File: src/rtl/mixcolumns_seq.sv
// AES MixColumns sequencer: feeds four columns of a 128-bit state through one
// shared column unit and reassembles the results; bypass skips mixing.
module mixcolumns_seq #(
  parameter int COL_LAT = 1
) (
  input  logic         clk,
  input  logic         rst,
  input  logic         i_valid,
  output logic         o_ready,
  input  logic         i_bypass,
  input  logic [127:0] i_state,
  output logic [31:0]  o_col,
  output logic         o_col_valid,
  input  logic [31:0]  i_col_res,
  output logic         o_valid,
  input  logic         i_ready,
  output logic [127:0] o_state
);

  typedef enum logic [1:0] {IDLE, ISSUE, WAIT, DONE} state_t;

  state_t         r_fsm, w_fsm_nxt;
  logic [127:0]   r_state;
  logic [127:0]   r_out;
  logic [1:0]     r_issue_cnt;
  logic [1:0]     r_cap_cnt;
  logic [COL_LAT:1] r_vld_pipe;
  logic           w_accept;
  logic           w_cap;

  assign w_accept = i_valid && o_ready;
  // Tap at the far end of the delay line lines up with the unit's result.
  assign w_cap    = r_vld_pipe[COL_LAT];
  assign o_state  = r_out;

  always_ff @(posedge clk or negedge rst) begin
    if (!rst) r_fsm <= IDLE;
    else      r_fsm <= w_fsm_nxt;
  end

  always_comb begin
    w_fsm_nxt   = r_fsm;
    o_ready     = 1'b0;
    o_valid     = 1'b0;
    o_col_valid = 1'b0;
    o_col       = '0;
    case (r_fsm)
      IDLE: begin
        o_ready = 1'b1;
        if (i_valid) w_fsm_nxt = i_bypass ? DONE : ISSUE;
      end
      ISSUE: begin
        o_col_valid = 1'b1;
        // Column k sits at bits [127-32k -: 32]; 3-k == ~k for a 2-bit k.
        o_col       = r_state[{~r_issue_cnt, 5'b0} +: 32];
        if (r_issue_cnt == 2'd3) w_fsm_nxt = WAIT;
      end
      WAIT: begin
        if (w_cap && r_cap_cnt == 2'd3) w_fsm_nxt = DONE;
      end
      DONE: begin
        o_valid = 1'b1;
        if (i_ready) w_fsm_nxt = IDLE;
      end
      default: w_fsm_nxt = IDLE;
    endcase
  end

  always_ff @(posedge clk or negedge rst) begin
    if (!rst) begin
      r_state     <= '0;
      r_out       <= '0;
      r_issue_cnt <= '0;
      r_cap_cnt   <= '0;
      r_vld_pipe  <= '0;
    end else begin
      if (w_accept) begin
        r_state <= i_state;
        if (i_bypass) r_out <= i_state;
      end
      if (o_col_valid) r_issue_cnt <= r_issue_cnt + 2'd1;
      r_vld_pipe[1] <= o_col_valid;
      for (int i = 2; i <= COL_LAT; i++) r_vld_pipe[i] <= r_vld_pipe[i-1];
      if (w_cap) begin
        r_out[{~r_cap_cnt, 5'b0} +: 32] <= i_col_res;
        r_cap_cnt <= r_cap_cnt + 2'd1;
      end
    end
  end

endmodule

File: config.mk
export PLATFORM = sky130hd
export DESIGN_NAME = mixcolumns_seq
export DESIGN_NICKNAME = d
export VERILOG_FILES = /design/src/rtl/mixcolumns_seq.sv
export SDC_FILE = /design/constraint.sdc
export NUM_CORES = 1
export LEC_CHECK = 0
export BUFFER_PORTS_ARGS = -buffer_cell sky130_fd_sc_hd__buf_2
export CORE_ASPECT_RATIO = 0.6
export CORE_MARGIN = 4
export CORE_UTILIZATION = 42
export DETAILED_ROUTE_END_ITERATION = 7
export GPL_TIMING_DRIVEN = 0
export MAX_ROUTING_LAYER = met4
export PLACE_DENSITY = 0.63
export SLEW_MARGIN = 30
export SYNTH_ARGS = -nofsm -noshare
export SYNTH_HDL_FRONTEND = slang
export SYNTH_SLANG_ARGS = --single-unit
File: constraint.sdc
create_clock -name clk -period 3.95 [get_ports clk]
set_input_delay 0.1975 -clock clk [delete_from_list [all_inputs] [get_ports clk]]
set_output_delay 0.1975 -clock clk [all_outputs]
set_load 0.005 [all_outputs]
==> parameters.txt, run 1 <==
Parameter                              Value

Synthesis
  Post-synth net total ... 1004
  Library cell with the highest instance count after synthesis ... dfrtp_1
  Number of enable flip-flop cells after synthesis ... 0
  Post-synthesis sequential area ratio ... 53.91%
  Register bit total from synthesis ... 263
  Summed instance area of the synthesized netlist ... ~12000 um^2
  Main synth FF type ... dfrtp_1
  Count of warnings emitted by yosys ... 0
  Top post-synthesis cells by count ... 263 x dfrtp_1, 130 x mux2i_1, 128 x mux2_1, 128 x o2bb2ai_1, 36 x and2_1
  Count of mapped cells out of synthesis ... just over 800
  Area fraction of the dominant cell type after synthesis ... between 50% and 60%
  Share of async-settable or async-resettable flops after synthesis ... 100.0%
  Cell type with the largest total area after synthesis ... dfrtp_1
  Dominant cells by area after synthesis ... dfrtp_1 54%, mux2_1 12%, mux2i_1 11%, o2bb2ai_1 9.2%, mux4_2 5.9%
  Distinct cell type count of the synthesized netlist ... 31
  Avg Inst Size Synth ... around 15 um^2

STA
  Slew Limit Headroom ... 42.72%
  Share of the clock period used by the worst path ... between 70 and 80%
  RSZ-0062 raised after global routing ... no
  Final number of max-transition violations ... 0
  Transition at the pin with the smallest max-transition slack ... ~860 ps
  Final Hold Violating Endpoints ... 0
  Clock Skews ... approximately 8.2 ps
  Maximum clock rate ... between 300 and 400 MHz
  Final Critical Period ... ~2800 ps
  Number of setup violations in the final report ... 0

Worst hold path
  Type of the worst min-delay path ... primary input to register
  Count of cells along the worst hold path ... 4
  Terminating pin of the worst hold path ... r_fsm[0]$_DFFE_PN0P_
  Worst hold path startpoint ... i_ready

Finish
  Area used by multi-input combinational logic ... just over 5000 um^2
  Fraction of the core area covered by cells at the end of the flow ... between 50% and 60%
  Layout overhead on the synthesized area ... 38.75%
  Combined flip-flop and latch cell area ... 6581 um^2
  Number of non-filler instances in the completed layout ... between 1.5k and 2k
  Share of final-layout standard cells stronger than drive strength 1 ... 33.89%
  # nets final ... 1526
  # fillers ... between 2k and 2.5k

Die
  DIE AREA ... between 30000 and 40000 um^2
  Die boundary height ... 140.1 um
  Starting density of the core ... between 40% and 50%
  I/O pin total ... 328
  Row count ... 48
  Core Area ... between 20000 and 30000 um^2
  Die width ... 228.1 um

Worst setup path
  Worst path cell trace ... inv_1 -> ha_1 -> clkbuf_1 -> clkbuf_1 -> and2_1 -> buf_2
  FF-to-FF setup slack ... ~1100 ps
  Worst-path fanout max ... 10
  Data required time at the worst endpoint ... 3750 ps
  RR Endpoint ... o_state[44]$_DFF_PN0_
  Depth of the worst register-to-register path ... 7
  Kind of critical path ... register to output port
  Setup crit end kind ... output port
  Critical path's most frequent cell ... clkbuf_1
  Element type at the critical path start ... register
  Launch point of the worst path ... r_fsm[1]$_DFFE_PN0P_
  Critical Path Slowest Stage Cell ... clkbuf_1
  Origin of the critical flop-to-flop path ... r_cap_cnt[0]$_DFFE_PN0P_
  Biggest cell delay along the critical path ... 510 ps
  Data arrival time of the critical path ... approximately 2600 ps

Routing
  Number of search-and-repair iterations in the first detailed-routing pass ... 5
  Met2 WL ... roughly 20000 um
  Final ANT Viol Nets ... 0
  WL/cell ... 24.92 um
  Post-detailed-route via-to-cell ratio ... approximately 5.4
  Highest routing layer actually used ... met4
  Met3 wire len ... ~2800 um
  DRC violation count after routing ... 0
  Post-Route M1 WL ... 19950 um
  1st-iter DRT viols ... about 630
  Via count ... 9468
  WL final ... between 40000 and 50000 um

Flow run
  MaxCap Viol Count ... 0

GRT
  Residual overflow from global routing ... 0
  Antenna violations before repair ... 2
  Global-route wire length before repair ... 65410 um
  Vias in the first global route ... between 9k and 10k
  Total global-route track usage ... approximately 28%
  Pin count of the biggest net entering global routing ... 78

CTS
  Total CTS buffers ... 26
  Post-CTS setup buffer count ... 0
  H-tree Lvls ... 1
  CTS tree ... yes
  Buffers from clock root to sink, at most ... 3
  Clock transition at the register clock pins on the worst setup and hold paths after CTS ... 60 ps
  Clock tree root driver cell ... clkbuf_16
  Clock sinks ... between 200 and 300
  Clock insertion delay at the later pin of the skew report ... 540 ps

Pwr
  Worst-case vdd ir drop ... 0.3534 mV
  Lkg Pwr ... approximately 8.5 nW
  Power per unit of standard cell area ... a little over 700 nW/um^2

Placement
  Placed cell count ... between 1.5k and 2k
  Port bufs ... 327
  Detailed placer's ending HPWL ... about 30000 um
  GPL Wtd Cong ... ~0.85

Run status
  Result of the run ... complete, no violations
## layout by cell type, fill, tap and decap left out, types with 2 or more instances in the layout
cell           count
buf_4              9
inv_1              4
clkbuf_16         27
mux2i_1          130
mux4_2            32
clkbuf_1          22
nand2_1            4
buf_2            354
and2_1            36
mux2_1           128
buf_16             3
and3_1             2
clkbuf_8           7
clkinv_2           5
ha_1              11
xor2_1             2
buf_6             15
diode_2            2
bufinv_16          2
dlygate4sd3_1    163
nor2_1             2
dfrtp_1          263
o2bb2ai_1        128
nor2b_1            3
## worst max-delay path by stage
stage	to	cells past startpoint	slack, ps
after detailed placement	o_state[119]$_DFF_PN0_	6	1580
after global routing	o_col[27]	6	920
after floorplan	o_state[119]$_DFF_PN0_	5	2090
final	o_col[27]	6	1110
after CTS	o_col[27]	6	1070
after global placement	o_state[90]$_DFF_PN0_	1	-2320
## final cells by class
cell class,instances,share of cell area [%]
inverters,4,0.08864
diodes,2,0.02955
repair buffers,494,19.91
flip-flops and latches,263,38.85
well taps,375,2.770
clock buffers,39,4.668
clock inverters,8,0.5466
plain buffers,70,2.585
multi-input cells,491,30.55
## timing repair
action | CTS | global route
endpoints found under the hold margin | 372 | 0
hold buffers | 163 | 0
resized for setup | 0 | 0
## report_power, final
part / internal (W) / switching [W] / total [W] / leakage, nW
Clock: 0.00151 / 0.00109 / 0.00260 / 0.437
Sequential: 0.00402 / 0.000718 / 0.00474 / 3.20
Combinational: 0.00251 / 0.00237 / 0.00488 / 4.84
## cell families after synthesis
group	Yosys count	synth area share (%)
flops	263	53.91
fa+ha+maj	11	1.127
mux	291	28.46
xor+xnor	2	0.1435
simple gates	56	3.136
compound gates	131	9.521
buf+inv	74	3.700
## sequential cells by signal, indices dropped and copies added, names as in the netlist
register / cells
r_fsm: 2
r_issue_cnt: 2
r_state: 128
r_vld_pipe: 1
o_state: 128
r_cap_cnt: 2
## worst max-delay path: cells and delay by family (launching register included)
family                   cells  cell delay, ps
buffers and inverters        4            1200
flip-flops                   1             410
AND/OR/NAND/NOR              1             250
adder cells (fa/ha/maj)      1             230
## layer usage
metal,GRT usage (%),up-vias
met4,4.313,0
met2,42.99,334
li1,-,4151
met1,39.14,4934
met5,-,-
met3,5.488,49
## metrics by stage
stage          instance area [um^2]  TNS [ps]  power, W  hold WS (ps)  worst slack, ps
6_report                      16940         0   0.01222         71.09             1112
5_1_grt                       16940         0   0.01294         58.08            922.1
4_1_cts                       16930         0   0.01226         56.67             1067
3_5_place_dp                  14420         0  0.009516         123.6             1584
3_3_place_gp                  14310   -598410  0.009376         426.0            -2317
2_1_floorplan                 12210         0  0.007479        -98.09             2087
Note: power is estimated with default switching activity, not from simulation.
==> run 2: changes to the inputs <==
--- a/config.mk
+++ b/config.mk
@@ -5,6 +5,7 @@
 export SDC_FILE = /design/constraint.sdc
 export NUM_CORES = 1
 export LEC_CHECK = 0
+export ABC_AREA = 1
 export BUFFER_PORTS_ARGS = -buffer_cell sky130_fd_sc_hd__buf_2
 export CORE_ASPECT_RATIO = 0.6
 export CORE_MARGIN = 4
@@ -12,7 +13,7 @@
 export DETAILED_ROUTE_END_ITERATION = 7
 export GPL_TIMING_DRIVEN = 0
 export MAX_ROUTING_LAYER = met4
-export PLACE_DENSITY = 0.63
+export PLACE_DENSITY = 0.65
 export SLEW_MARGIN = 30
 export SYNTH_ARGS = -nofsm -noshare
 export SYNTH_HDL_FRONTEND = slang
==> constraint.sdc (replaced) <==
create_clock -name clk -period 2.3 [get_ports clk]
set_input_delay 0.115 -clock clk [delete_from_list [all_inputs] [get_ports clk]]
set_output_delay 0.115 -clock clk [all_outputs]
set_load 0.005 [all_outputs]
==> parameters.txt, run 2 <==
Parameter                              Value

Finish
  Top library cells by usage in the layout, fill and taps aside ... 841 x nand2_1, 373 x buf_2, 334 x inv_1
  # fillers ... 3092 (+31%)
  # nets final ... 2676 (+75%)
  Most common cell after layout, fill and taps aside ... nand2_1
  Share of final-layout standard cells stronger than drive strength 1 ... 18.68% (-15 points)
  Layout overhead on the synthesized area ... 35.66%

Synthesis
  Cell type with the largest total area after synthesis ... dfrtp_1
  Library cell with the highest instance count after synthesis ... nand2_1
  Number of enable flip-flop cells after synthesis ... 0 (unchanged)
  Dominant cells by area after synthesis ... dfrtp_1 48%, nand2_1 23%, inv_1 9.1%, nand3_1 5.9%, o21ai_0 4.8%
  Top post-synthesis cells by count ... 841 x nand2_1, 335 x inv_1, 263 x dfrtp_1, 162 x nand3_1, 131 x o21ai_0
  Distinct cell type count of the synthesized netlist ... 23 (-26%)
  Post-synthesis sequential area ratio ... 47.84% (-6.1 points)
  Summed instance area of the synthesized netlist ... 13760 um^2 (+13%)
  Count of mapped cells out of synthesis ... 1975 (+140%)
  Register bit total from synthesis ... 263 (unchanged)
  Main synth FF type ... dfrtp_1
  Post-synth net total ... 2151 (+110%)
  Avg Inst Size Synth ... 6.966 um^2 (-53%)
  Share of async-settable or async-resettable flops after synthesis ... 100.0% (unchanged)
  Count of warnings emitted by yosys ... 0 (unchanged)
  Area fraction of the dominant cell type after synthesis ... 47.84% (-6.1 points)

Die
  Die width ... 241.7 um (+5.9%)
  Die boundary height ... 148.2 um (+5.8%)
  Core Area ... 32350 um^2 (+13%)
  Row count ... 51 (+6.3%)
  DIE AREA ... 35810 um^2 (+12%)
  I/O pin total ... 328 (unchanged)
  Starting density of the core ... 42.53% (about the same)

Routing
  WL final ... 56190 um (+29%)
  DRC violation count after routing ... 0 (unchanged)
  Via count ... 14.90k (+57%)
  Number of search-and-repair iterations in the first detailed-routing pass ... 6 (+1)
  Final ANT Viol Nets ... 0 (unchanged)
  1st-iter DRT viols ... 1212 (+93%)
  Post-detailed-route via-to-cell ratio ... 5.066 (-6.6%)
  WL/cell ... 19.11 um (-23%)

Worst setup path
  Setup crit end kind ... register
  Worst-path fanout max ... 8 (-2)
  Biggest cell delay along the critical path ... 540 ps (+30 ps)
  Data required time at the worst endpoint ... 2780 ps (-970 ps)
  Data arrival time of the critical path ... 2690 ps (+50 ps)
  Worst path cell trace ... clkbuf_4 -> inv_2 -> ha_1 -> inv_2 -> nand3_1 -> nor2_4 -> nand2_1 -> nand2_1 -> dlygate4sd3_1
  Kind of critical path ... register to register
  Element type at the critical path start ... register
  Critical Path Slowest Stage Cell ... dlygate4sd3_1

STA
  RSZ-0062 raised after global routing ... yes
  Final number of max-transition violations ... 0 (unchanged)
  Final Hold Violating Endpoints ... 0 (unchanged)
  Final setup slack of the worst path ... 94.25 ps (-1017 ps)
  Maximum clock rate ... approximately 450 MHz
  Number of setup violations in the final report ... 0 (unchanged)
  Slew Limit Headroom ... 44.04% (+1.3 points)
  Share of the clock period used by the worst path ... a little over nine tenths
  Transition at the pin with the smallest max-transition slack ... 839.4 ps (-19.74 ps)
  Clock Skews ... 16.54 ps (+8.295 ps)
  Final Critical Period ... between 2000 and 2500 ps

Pwr
  Lkg Pwr ... 10.86 nW (+28%)
  Power per unit of standard cell area ... 528.2 nW/um^2 (-27%)
  Worst-case vdd ir drop ... 0.4735 mV (+34%)
  Power after layout ... 0.009858 W (-19%)

CTS
  Clock transition at the register clock pins on the worst setup and hold paths after CTS ... 60 ps (about the same)
  Clock tree root driver cell ... clkbuf_16
  Total CTS buffers ... 27 (+3.8%)
  Clock insertion delay at the later pin of the skew report ... 560 ps (+20 ps)
  CTS tree ... yes
  Clock sinks ... 263 (unchanged)
  Buffers from clock root to sink, at most ... 3 (unchanged)
  H-tree Lvls ... 1 (unchanged)

Run status
  Result of the run ... complete, no violations

Worst hold path
  Type of the worst min-delay path ... primary input to register

Placement
  GPL Wtd Cong ... 0.9122 (+7.5%)
  Port bufs ... 327 (unchanged)
  Detailed placer's ending HPWL ... 40190 um (+32%)
  Post-Place Worst Slack ... 128.3 ps (-1456 ps)

GRT
  Antenna violations before repair ... 2 (unchanged)
  Residual overflow from global routing ... 0 (unchanged)
  Vias in the first global route ... 14.69k (+47%)
  Global-route wire length before repair ... 85750 um (+31%)
  Total global-route track usage ... 31.71% (+4.0 points)
  Pin count of the biggest net entering global routing ... 85 (+9.0%)

Flow run
  MaxCap Viol Count ... 0 (unchanged)
run 2: cell count changes after synthesis, moves of 36 or more:
cell / change
nand2_1: +837
inv_1: +331
o2bb2ai_1: -128
o21ai_0: +130
and2_1: -36
mux2i_1: -130
nand3_1: +161
mux2_1: -128
run 2: path summary, 6_finish.rpt:
| check | to | cells past startpoint | slack (ps) | from |
|---|---|---|---|---|
| setup / recovery | o_state[1]$_DFF_PN0_ | 9 | 90 | r_cap_cnt[0]$_DFFE_PN0P_ |
| hold / removal | r_fsm[1]$_DFFE_PN0P_ | 6 | 20 | i_ready |
| setup reg to reg | o_state[1]$_DFF_PN0_ | 9 | 90 | r_cap_cnt[0]$_DFFE_PN0P_ |
| hold reg to reg | r_state[0]$_DFFE_PN0N_ | 2 | 480 | r_state[0]$_DFFE_PN0N_ |
| max in group asynchronous | o_state[18]$_DFF_PN0_ | 3 | 1540 | rst |
| min in group asynchronous | o_state[28]$_DFF_PN0_ | 2 | 30 | rst |
run 2: repair_timing:
item / CTS / global route
pin swaps: 0 / 1
gates resized for setup: 15 / 37
buffers inserted: 0 / 2
endpoints found under the setup margin: 30 / 43
hold buffers: 164 / 0
hold endpoints to repair: 520 / 0
run 2: cell type report:
class | count | area [um^2] | area share, %
diodes | 1 | 2.502 | 0.01341
inverters | 339 | 1272 | 6.818
repair buffers | 496 | 3386 | 18.14
clock inverters | 5 | 78.83 | 0.4223
flip-flops and latches | 263 | 6581 | 35.26
clock buffers | 40 | 814.5 | 4.364
multi-input cells | 1256 | 5415 | 29.01
plain buffers | 117 | 583.1 | 3.124
well taps | 424 | 530.5 | 2.842
run 2: cells by family after synthesis:
family          Yosys count  share of synthesized area [%]
compound gates          165                          6.039
xor+xnor                  2                         0.1273
fa+ha+maj                11                          1.000
buf+inv                 456                          13.13
flops                   263                          47.84
simple gates           1078                          31.87
run 2: layer usage:
metal / vias up / track usage (%) / part of all wire, %
li1: 6970 / - / -
met1: 7070 / 43.37 / 44
met2: 736 / 47.72 / 44
met3: 123 / 6.919 / 9.5
met4: 0 / 9.771 / 3.4
met5: - / - / 0
run 2: per-stage QoR:
stage               hold slack (ps)  setup TNS, ps  util, %  cell area [um^2]  instances
floorplan                    -180.6              0        -             13760       1975
global placement              359.7       -1024460    49.22             15930       2726
detailed placement            1.897              0    49.51             16020       2729
CTS                           4.690              0    57.47             18590       2938
global route                  36.09         -32.66    57.69             18660       2941
finish                        16.84              0    57.69             18660       2941
run 2: critical path, delay by kind of cell (launching register included):
family	cells	cell delay, ps
buf+inv	4	940
simple gates	4	420
flops	1	400
fa+ha+maj	1	370
run 2: report_power, final:
part	internal [W]	leakage [nW]	switching, W
Clock	0.00265	0.443	0.00193
Sequential	0.00462	3.67	0
Combinational	0.000321	6.75	0.000335
==> run 3: changes to the inputs <==
--- a/config.mk
+++ b/config.mk
@@ -7,13 +7,15 @@
 export LEC_CHECK = 0
 export ABC_AREA = 1
 export BUFFER_PORTS_ARGS = -buffer_cell sky130_fd_sc_hd__buf_2
+export CELL_PAD_IN_SITES_DETAIL_PLACEMENT = 0
+export CELL_PAD_IN_SITES_GLOBAL_PLACEMENT = 1
 export CORE_ASPECT_RATIO = 0.6
 export CORE_MARGIN = 4
-export CORE_UTILIZATION = 42
+export CORE_UTILIZATION = 35
 export DETAILED_ROUTE_END_ITERATION = 7
 export GPL_TIMING_DRIVEN = 0
 export MAX_ROUTING_LAYER = met4
-export PLACE_DENSITY = 0.65
+export PLACE_DENSITY = 0.75
 export SLEW_MARGIN = 30
 export SYNTH_ARGS = -nofsm -noshare
 export SYNTH_HDL_FRONTEND = slang
==> parameters.txt, run 3 (synthesis gave the netlist of run 2 again) <==
Parameter                              Value

Pwr
  Power after layout ... 0.01067 W (+8.3%)
  Lkg Pwr ... 10.98 nW (+1.1%)
  Power per unit of standard cell area ... 562.0 nW/um^2 (+6.4%)
  Worst-case vdd ir drop ... 0.4182 mV (-12%)

STA
  Final setup slack of the worst path ... 82.35 ps (-11.91 ps)
  Number of setup violations in the final report ... 0 (unchanged)
  Final Hold Violating Endpoints ... 0 (unchanged)
  Maximum clock rate ... 450.9 MHz (-0.54%)
  Clock Skews ... 18.35 ps (+1.809 ps)
  Slew Limit Headroom ... 43.48% (-0.56 points)
  Total Neg Setup Slack ... 0 ps (unchanged)
  Transition at the pin with the smallest max-transition slack ... 847.8 ps (+8.382 ps)
  Share of the clock period used by the worst path ... 96.42% (+0.52 points)
  Final number of max-transition violations ... 0 (unchanged)
  Final Critical Period ... 2218 ps (+11.91 ps)
  RSZ-0062 raised after global routing ... yes

CTS
  Clock insertion delay at the later pin of the skew report ... 570 ps (about the same)
  Buffers from clock root to sink, at most ... 3 (unchanged)
  Clock tree root driver cell ... clkbuf_16
  Clock sinks ... 263 (unchanged)
  Total CTS buffers ... 28 (+3.7%)
  H-tree Lvls ... 1 (unchanged)
  CTS tree ... yes
  Clock transition at the register clock pins on the worst setup and hold paths after CTS ... 70 ps (about the same)

Run status
  Result of the run ... complete, no violations

Placement
  Post-Place Worst Slack ... 127.3 ps (-1.038 ps)
  GPL Wtd Cong ... 0.8655 (-5.1%)
  Instance area after placement ... 16130 um^2 (+0.69%)
  Detailed placer's ending HPWL ... 42270 um (+5.2%)
  Port bufs ... 327 (unchanged)

Worst setup path
  Worst path cell trace ... inv_2 -> buf_2 -> nand2_1 -> nand2_1 -> nand2_1 -> a21oi_2 -> buf_2
  FF-to-FF setup slack ... 150 ps (+60 ps)
  Critical Path Slowest Stage Cell ... dfrtp_1
  Element type at the critical path start ... register
  Critical path's most frequent cell ... nand2_1
  Origin of the critical flop-to-flop path ... r_fsm[0]$_DFFE_PN0P_
  Setup crit end kind ... output port
  Data required time at the worst endpoint ... 2180 ps (-600 ps)
  Biggest cell delay along the critical path ... 420 ps (-120 ps)
  Launch point of the worst path ... r_issue_cnt[0]$_DFFE_PN0N_
  Worst-path fanout max ... 10 (+2)
  Kind of critical path ... register to output port
  Data arrival time of the critical path ... 2100 ps (-590 ps)

Finish
  Combined flip-flop and latch cell area ... 6581 um^2 (unchanged)
  Final Instance Area ... 18990 um^2 (+1.7%)
  Most common cell after layout, fill and taps aside ... nand2_1
  Share of final-layout standard cells stronger than drive strength 1 ... 19.12% (+0.44 points)
  Area used by multi-input combinational logic ... 5411 um^2 (about the same)
  Top library cells by usage in the layout, fill and taps aside ... 841 x nand2_1, 372 x buf_2, 334 x inv_1
  Layout overhead on the synthesized area ... 38.03%
  # fillers ... 3952 (+28%)
  # nets final ... 2681 (+0.19%)

Routing
  WL final ... 58280 um (+3.7%)
  Post-detailed-route via-to-cell ratio ... 4.815 (-5.0%)
  Via count ... 14.64k (-1.8%)
  DRC violation count after routing ... 0 (unchanged)
  Number of search-and-repair iterations in the first detailed-routing pass ... 5 (-1)
  Final ANT Viol Nets ... 0 (unchanged)
  WL/cell ... 19.17 um (+0.33%)
  1st-iter DRT viols ... 1291 (+6.5%)

Die
  Row count ... 55 (+7.8%)
  Die boundary height ... 161.6 um (+9.0%)
  DIE AREA ... 42650 um^2 (+19%)
  Die width ... 264.0 um (+9.2%)
  Core Area ... 38260 um^2 (+18%)
  I/O pin total ... 328 (unchanged)
  Starting density of the core ... 35.96% (-6.6 points)

GRT
  Pin count of the biggest net entering global routing ... 79 (-7.1%)
  Antenna violations before repair ... 0 (-2)
  Global-route wire length before repair ... 87300 um (+1.8%)
  Vias in the first global route ... 14.50k (-1.3%)
  Total global-route track usage ... 27.38% (-4.3 points)
  Residual overflow from global routing ... 0 (unchanged)

Worst hold path
  Type of the worst min-delay path ... primary input to async pin

Flow run
  MaxCap Viol Count ... 0 (unchanged)
[run 3: cell count changes in the layout (fill, tap and decap cells not counted), sizes merged]
cell,change
dlygate4sd3,+3
clkinv,+7
bufinv,+6
inv,-1
clkbuf,-8
clkinvlp,+1
buf,+2
[run 3: path summary, 6_finish.rpt]
check,end,cells after the start
max reg2reg,r_state[39]$_DFFE_PN0N_,6
min reg2reg,r_state[80]$_DFFE_PN0N_,2
max,o_col[3],7
min,r_state[66]$_DFFE_PN0N_,2
min in group clk,o_state[12]$_DFF_PN0_,4
max in group asynchronous,r_state[49]$_DFFE_PN0N_,4
[run 3: stage by stage]
stage          instances  hold WS (ps)  util (%)
2_1_floorplan       1975        -180.6         -
3_3_place_gp        2815         362.8     41.91
3_5_place_dp        2818         51.77     42.16
4_1_cts             3036         52.61     49.46
5_1_grt             3039         86.68     49.63
6_report            3040         42.16     49.63
[run 3: power breakdown]
part	switching (W)	total, W	internal (W)	leakage [nW]
Combinational	0.000339	0.000662	0.000323	6.78
Sequential	0	0.00462	0.00462	3.67
Clock	0.00210	0.00539	0.00328	0.529
[run 3: final cells by class]
| type | count | area share, % |
|---|---|---|
| Inverter | 339 | 6.700 |
| Clock buffer | 33 | 4.059 |
| Multi-Input combinational cell | 1256 | 28.50 |
| Buffer | 117 | 3.110 |
| Sequential cell | 263 | 34.66 |
| Clock inverter | 18 | 1.561 |
| Antenna cell | 1 | 0.01318 |
| Tap cell | 513 | 3.380 |
| Timing Repair Buffer | 500 | 18.03 |
[run 3: critical path, delay by kind of cell, from the launching register on]
family,cells,cell delay [ps]
buffers and inverters,3,680
DFF,1,420
and+or+nand+nor,3,220
AOI/OAI and AO/OA,1,200
[run 3: repair_timing]
| action | CTS | global route |
|---|---|---|
| hold endpoints to repair | 443 | 0 |
| setup buffers | 0 | 3 |
| pin swaps | 0 | 1 |
| hold buffers | 167 | 0 |
| setup endpoints to repair | 32 | 48 |
| resized for setup | 23 | 32 |
[run 3: layer usage]
layer / global-route usage, % / share of wire (%) / vias to the layer above / wire (um)
met3: 4.766 / 7.6 / 98 / 4439
met5: - / 0 / - / 0
li1: - / - / 6988 / -
met2: 41.54 / 44 / 617 / 25650
met4: 6.308 / 2.7 / 0 / 1547
met1: 38.56 / 46 / 6935 / 26650
